--- src/rtl/m_spi_master_if.sv ---
// Byte-handshake and SPI pin bundle between the message logic, m_spi_master and the slave link.
interface m_spi_master_if;
  logic       start;
  logic [7:0] tx_byte;
  logic       hold_ss;
  logic       busy;
  logic       done;
  logic [7:0] rx_byte;
  logic       SCLK;
  logic       MOSI;
  logic       SS;
  logic       MISO;

  modport master (
    input  start, tx_byte, hold_ss, MISO,
    output busy, done, rx_byte, SCLK, MOSI, SS
  );

  modport slave (
    output start, tx_byte, hold_ss, MISO,
    input  busy, done, rx_byte, SCLK, MOSI, SS
  );
endinterface

--- src/rtl/m_spi_master.sv ---
// SPI mode-0 master byte engine: MSB-first shift out, LSB-in capture, optional SS hold across bytes.
// Define M_SPI_LOOPBACK_EN to capture the internal MOSI register instead of the MISO pin.
module m_spi_master #(
  parameter int unsigned CLK_DIV = 4
) (
  input  logic           clk,
  input  logic           btn_reset,
  m_spi_master_if.master bus
);

  typedef enum logic [2:0] {S_IDLE, S_SETUP, S_SHIFT, S_HOLD, S_GAP} state_t;

  localparam logic [7:0] DIV    = 8'(CLK_DIV);
  localparam logic [7:0] DIV_M1 = 8'(CLK_DIV - 1);

  state_t     r_state, w_state_nxt;
  logic [7:0] r_div, w_div_nxt;
  logic [3:0] r_half, w_half_nxt;
  logic [7:0] r_tx, w_tx_nxt;
  logic [7:0] r_rx, w_rx_nxt;
  logic [7:0] r_rx_byte, w_rx_byte_nxt;
  logic       r_hold, w_hold_nxt;
  logic       r_sclk, w_sclk_nxt;
  logic       r_mosi, w_mosi_nxt;
  logic       r_ss, w_ss_nxt;
  logic       r_busy, w_busy_nxt;
  logic       r_done, w_done_nxt;
  logic       w_tick;
  logic       w_rx_bit;

  assign w_tick = (r_div == '0);

`ifdef M_SPI_LOOPBACK_EN
  assign w_rx_bit = r_mosi;
`else
  assign w_rx_bit = bus.MISO;
`endif

  always_ff @(posedge clk or negedge btn_reset) begin
    if (!btn_reset) begin
      r_state   <= S_IDLE;
      r_div     <= '0;
      r_half    <= '0;
      r_tx      <= '0;
      r_rx      <= '0;
      r_rx_byte <= '0;
      r_hold    <= 1'b0;
      r_sclk    <= 1'b0;
      r_mosi    <= 1'b0;
      r_ss      <= 1'b1;
      r_busy    <= 1'b0;
      r_done    <= 1'b0;
    end else begin
      r_state   <= w_state_nxt;
      r_div     <= w_div_nxt;
      r_half    <= w_half_nxt;
      r_tx      <= w_tx_nxt;
      r_rx      <= w_rx_nxt;
      r_rx_byte <= w_rx_byte_nxt;
      r_hold    <= w_hold_nxt;
      r_sclk    <= w_sclk_nxt;
      r_mosi    <= w_mosi_nxt;
      r_ss      <= w_ss_nxt;
      r_busy    <= w_busy_nxt;
      r_done    <= w_done_nxt;
    end
  end

  always_comb begin
    w_state_nxt   = r_state;
    w_div_nxt     = r_div;
    w_half_nxt    = r_half;
    w_tx_nxt      = r_tx;
    w_rx_nxt      = r_rx;
    w_rx_byte_nxt = r_rx_byte;
    w_hold_nxt    = r_hold;
    w_sclk_nxt    = r_sclk;
    w_mosi_nxt    = r_mosi;
    w_ss_nxt      = r_ss;
    w_busy_nxt    = r_busy;
    w_done_nxt    = 1'b0;

    if (r_state != S_IDLE) begin
      w_div_nxt = w_tick ? DIV_M1 : r_div - 8'd1;
    end

    unique case (r_state)
      S_IDLE: begin
        w_sclk_nxt = 1'b0;
        if (bus.start) begin
          w_tx_nxt    = bus.tx_byte;
          w_hold_nxt  = bus.hold_ss;
          w_div_nxt   = DIV;
          w_state_nxt = S_SETUP;
        end
      end
      S_SETUP: begin
        // Counter still at its load value marks the cycle after acceptance: drive the link then.
        if (r_div == DIV) begin
          w_ss_nxt   = 1'b0;
          w_mosi_nxt = r_tx[7];
          w_busy_nxt = 1'b1;
        end
        if (w_tick) begin
          w_sclk_nxt  = 1'b1;
          w_rx_nxt    = {r_rx[6:0], w_rx_bit};
          w_half_nxt  = '0;
          w_state_nxt = S_SHIFT;
        end
      end
      S_SHIFT: begin
        if (w_tick) begin
          w_half_nxt = r_half + 4'd1;
          if (r_half == 4'd14) begin
            w_sclk_nxt    = 1'b0;
            w_rx_byte_nxt = r_rx;
            w_done_nxt    = 1'b1;
            if (r_hold) begin
              w_busy_nxt  = 1'b0;
              w_state_nxt = S_IDLE;
            end else begin
              w_state_nxt = S_HOLD;
            end
          end else if (!r_half[0]) begin
            w_sclk_nxt = 1'b0;
            w_mosi_nxt = r_tx[6];
            w_tx_nxt   = {r_tx[6:0], 1'b0};
          end else begin
            w_sclk_nxt = 1'b1;
            w_rx_nxt   = {r_rx[6:0], w_rx_bit};
          end
        end
      end
      S_HOLD: begin
        if (w_tick) begin
          w_ss_nxt    = 1'b1;
          w_state_nxt = S_GAP;
        end
      end
      S_GAP: begin
        if (w_tick) begin
          w_busy_nxt  = 1'b0;
          w_state_nxt = S_IDLE;
        end
      end
      default: w_state_nxt = S_IDLE;
    endcase
  end

  assign bus.busy    = r_busy;
  assign bus.done    = r_done;
  assign bus.rx_byte = r_rx_byte;
  assign bus.SCLK    = r_sclk;
  assign bus.MOSI    = r_mosi;
  assign bus.SS      = r_ss;

endmodule

--- src/flat_wrapper.sv ---
// flat-port wrapper written by rule: the top's interface ports become plain ports
module m_spi_master_flat 
#(
  parameter int unsigned CLK_DIV = 4
)
  (clk, btn_reset, bus_start, bus_tx_byte, bus_hold_ss, bus_MISO, bus_busy, bus_done, bus_rx_byte, bus_SCLK, bus_MOSI, bus_SS);
  m_spi_master_if bus_i ();
  input  logic clk;
  input  logic btn_reset;
  input wire logic [$bits(bus_i.start)-1:0] bus_start;
  input wire logic [$bits(bus_i.tx_byte)-1:0] bus_tx_byte;
  input wire logic [$bits(bus_i.hold_ss)-1:0] bus_hold_ss;
  input wire logic [$bits(bus_i.MISO)-1:0] bus_MISO;
  output wire logic [$bits(bus_i.busy)-1:0] bus_busy;
  output wire logic [$bits(bus_i.done)-1:0] bus_done;
  output wire logic [$bits(bus_i.rx_byte)-1:0] bus_rx_byte;
  output wire logic [$bits(bus_i.SCLK)-1:0] bus_SCLK;
  output wire logic [$bits(bus_i.MOSI)-1:0] bus_MOSI;
  output wire logic [$bits(bus_i.SS)-1:0] bus_SS;
  assign bus_i.start = bus_start;
  assign bus_i.tx_byte = bus_tx_byte;
  assign bus_i.hold_ss = bus_hold_ss;
  assign bus_i.MISO = bus_MISO;
  assign bus_busy = bus_i.busy;
  assign bus_done = bus_i.done;
  assign bus_rx_byte = bus_i.rx_byte;
  assign bus_SCLK = bus_i.SCLK;
  assign bus_MOSI = bus_i.MOSI;
  assign bus_SS = bus_i.SS;
  m_spi_master #(.CLK_DIV(CLK_DIV)) u_core (.clk(clk), .btn_reset(btn_reset), .bus(bus_i));
endmodule
--- config.mk ---
export PLATFORM = sky130hd
export DESIGN_NAME = m_spi_master_flat
export DESIGN_NICKNAME = d
export VERILOG_FILES = /design/src/rtl/m_spi_master_if.sv /design/src/rtl/m_spi_master.sv /design/src/flat_wrapper.sv
export SDC_FILE = /design/constraint.sdc
export NUM_CORES = 1
export LEC_CHECK = 0
export ABC_AREA = 1
export BUFFER_PORTS_ARGS = -buffer_cell sky130_fd_sc_hd__buf_2
export CORE_UTILIZATION = 50
export CTS_CLUSTER_SIZE = 40
export DETAILED_ROUTE_END_ITERATION = 16
export PLACE_DENSITY = 0.7
export SYNTH_ARGS = -nofsm -noshare
export SYNTH_HDL_FRONTEND = slang
export SYNTH_SLANG_ARGS = --single-unit
--- constraint.sdc ---
create_clock -name clk -period 2.14 [get_ports clk]
set_clock_uncertainty 0.1 [all_clocks]
set_input_delay 0 -clock clk [delete_from_list [all_inputs] [get_ports clk]]
set_output_delay 0 -clock clk [all_outputs]
set_load 0.02 [all_outputs]
==> summary.md <==
| Metric | Value |
|---|---|
| Crit-path cells | inv_1 > ha_1 > nand2_1 > nor2_4 > buf_4 > nor2_1 > nor2_1 > nand3_1 > nand2_1 > nand2_1 |
| Worst-margin pin slew | a little over 0.4 ns |
| Avg Inst Size Synth | 8.934 µm² |
| Clock root buffer | clkbuf_8 |
| Max FO, Critical Path | 7 |
| Worst path slowest cell | dfrtp_1 |
| Hold slack | 0.1150 ns |
| Port bufs | 25 |
| Vias in the first global route | 1,757 |
| Gate Count Post-Synth | 264 |
| Worst skew pair latency | 0.31 ns |
| Total Routing Usage GR | 19.47% |
| Setup bufs post-CTS | 0 |
| Synth cell types | 36 |
| 1st-iter DRT viols | 124 |
| Pin count of the biggest net entering global routing | 24 |
| Pleak | ~1.4 nW |
| CP max stage delay | roughly 0.37 ns |
| F_max | 515.7 MHz |
| Overflow after GRT | 0 |
| Final Hold Fails | 0 |
| CP required | 2.23 ns |
| Final GP Congestion | 0.7953 |
| CTS tree | done |
| Power Dens Cells | 1323 nW/µm² |
| IO Count | 26 |
| Yosys reg bits | 45 |
| FFs w/ async S/R, synth | 100.0% |
| RSZ-0062 raised after global routing | false |
| Setup TNS Final | 0 ns |
| Max-slew headroom | 72.85% |
| Vias per cell | 5.072 |
| Outcome | complete, but fails checks |
| Sequential-to-total area share from yosys stat | 47.80% |
| MaxCap Viol Count | 0 |
| Final setup viols | 0 |
| Layout cell share with drive strength beyond 1 | 28.66% |
| Number of fill cells | 393 |
| R2r setup slk | roughly 0.2 ns |
| Die Ht | roughly 70 µm |
| DP HPWL | 3.008 mm |
| Fin nets | 322 |
| Total nets after synthesis | 280 |
| Met3 GRT Util | 3.419% |
| Worst IR drop on VDD | between 0.5 and 0.6 mV |
| Rows | 24 |
| Clock sinks | 45 |
| GR Util met2 | approximately 33% |
| Clock transition at the registers of the reported paths | roughly 0.09 ns |
| Die W | 70.68 µm |
| Final critical-path share of the clock period | 90.61% |
| Startpoint types | flip-flop |
| Longest Clk Path Bufs | 2 |
| # resized after CTS | 0 |
| Drt drc | 2 |
| Final Critical Period | 1.939 ns |
| Busiest grt layer | met2 |
| Final Core Density | 62.19% |
| Drt total wl | 4.373 mm |
| Post-synth EDFFs | 0 |
| Drt wl/cell | 12.18 µm |
| FF-to-FF path depth | 10 |
| Initial antenna violation count | 0 |
| Initial Utilization | 53.07% |
| Final ANT Viol Nets | 0 |
| Synth-to-Final Area Change | 17.19% |
| Netlist Area Pre-Place | 2359 µm² |
| Sequential cell area | between 1000 and 1500 µm² |
| Violations in the final reports | design-rule violations |
| Core Footprint | 4444 µm² |
| Die area | around 5000 µm² |
| Crit path capture type | flip-flop |
| Antenna diode count | 0 |
| Area occupied by multi-input gates | 1050 µm² |
| Worst Path Arrival | 2.03 ns |
| Drt pass-1 iters | 10 |
| Final Max Tran Viols | 0 |
| Met1 usage | 24.39% |
| Pwr Total | 3.657 mW |
| HP Class | input port to async pin |
| Vias | around 1.8k |
| CTS buffer count | 5 |
| First-pass GRT wire length | 7.617 mm |
| Synth Flop Type | dfrtp_1 |
| H-tree depth | 2 |
| Kind of critical path | flip-flop to flip-flop |
| Synthesis Warnings | 0 |
| Most frequent CP cell | nand2_1 |
flip-flops by register name, indices dropped and copies added (netlist names):
name                cells
u_core.bus.done         1
u_core.r_half           4
u_core.bus.rx_byte      8
u_core.r_state          3
u_core.r_rx             8
u_core.bus.SCLK         1
u_core.bus.SS           1
u_core.bus.busy         1
u_core.r_div            8
u_core.r_hold           1
u_core.r_tx             8
u_core.bus.MOSI         1
worst max-delay path: cells and delay by family (launching register included):
family                   cells  cell delay (ns)
AND/OR/NAND/NOR              7             0.79
adder cells (fa/ha/maj)      1             0.22
buffers and inverters        2             0.35
flip-flops                   1             0.37
per-layer routing:
layer	up-vias	share of wire [%]	wire length, µm
li1	940	-	-
met3	5	3.1	137
met2	32	49	2130
met4	0	1.3	57
met5	-	0	0
met1	844	47	2047
timing repair:
| action | CTS | global route |
|---|---|---|
| endpoints found under the hold margin | 59 | 0 |
| hold buffers | 13 | 0 |
| setup endpoints to repair | 0 | 1 |
synthesized netlist by cell type (2+ instances only):
library cell / count / area share, %
dfrtp_1: 44 / 47
inv_2: 6 / 0.95
mux2i_1: 6 / 2.5
nor2_2: 3 / 0.80
inv_1: 27 / 4.3
o21ai_0: 8 / 1.7
nand2_2: 11 / 2.9
ha_1: 3 / 1.6
nor2_1: 18 / 2.9
nand3_1: 11 / 2.3
nand3_2: 2 / 0.85
nand2_1: 62 / 9.9
o21ai_2: 23 / 8.5
a21oi_1: 4 / 0.85
buf_6: 4 / 1.9
nor3_1: 3 / 0.64
o31ai_1: 4 / 1.3
nand4_1: 5 / 1.3
xor2_1: 3 / 1.1
final cells by class:
class	count	area share [%]
clock buffer	6	2.988
clock inverter	2	1.358
inverter	33	4.482
multi-input combinational	180	37.98
sequential	45	40.79
tap	52	2.354
timing repair buffer	41	10.05
worst paths after layout:
kind,start,endpoint
hold reg to reg,u_core.bus.SS$_DFFE_PN1P_,u_core.bus.SS$_DFFE_PN1P_
min in group clk,bus_hold_ss,u_core.r_hold$_DFFE_PN0P_
setup reg to reg,u_core.r_div[0]$_DFF_PN0_,u_core.bus.busy$_DFFE_PN0P_
max in group asynchronous,btn_reset,u_core.r_div[4]$_DFF_PN0_
hold / removal,btn_reset,u_core.r_rx[7]$_DFFE_PN0P_
setup / recovery,u_core.r_div[0]$_DFF_PN0_,u_core.bus.busy$_DFFE_PN0P_
report_power, final:
group          total, mW  switching (mW)  internal [mW]
logic               1.69            1.10          0.593
clock network      0.672           0.292          0.380
registers           1.29           0.172           1.12
total               3.66            1.56           2.09
layout by cell type (no fill, tap or decap):
master          n
nor2_1         18
o31ai_1         4
buf_2          25
and2_1          1
nand3_4         1
clkinvlp_4      1
mux2i_1         6
a21oi_2         1
mux2_2          1
nand4_1         5
nand3_1        11
nand2_2        11
inv_2           6
ha_1            3
nand3_2         2
o22ai_1         1
o21ai_2        23
dlygate4sd3_1  13
buf_4           3
nor3_1          3
a21boi_0        1
nor3b_1         1
xor2_1          3
dfrtp_1        44
bufinv_16       1
xnor2_1         1
nor2_2          3
o21a_1          1
nor2_4          1
nand3b_1        1
dfstp_2         1
nand2_4         1
clkbuf_8        6
o21bai_1        1
or2_2           1
o21ai_0         8
a21oi_1         4
nand2_1        62
inv_1          27
kinds of logic (layout without fill, tap and decap cells):
group,count (synthesis),count (layout),synth area share [%]
AOI/OAI and AO/OA,44,44,13.95
xor gates and xnor gates,4,4,1.486
adders and majority gates,3,3,1.592
buffers and inverters,39,82,7.692
DFF,45,45,47.80
muxes,7,7,3.024
and+or+nand+nor,122,122,24.46
stage by stage:
step	cells	setup slack, ns	area (µm²)
floorplan	264	0.5078	2359
global placement	338	0.2397	2514
detailed placement	338	0.2166	2514
CTS	359	0.1676	2764
global route	359	0.007979	2764
finish	359	0.2010	2764
Note: power is estimated with default switching activity, not from simulation.
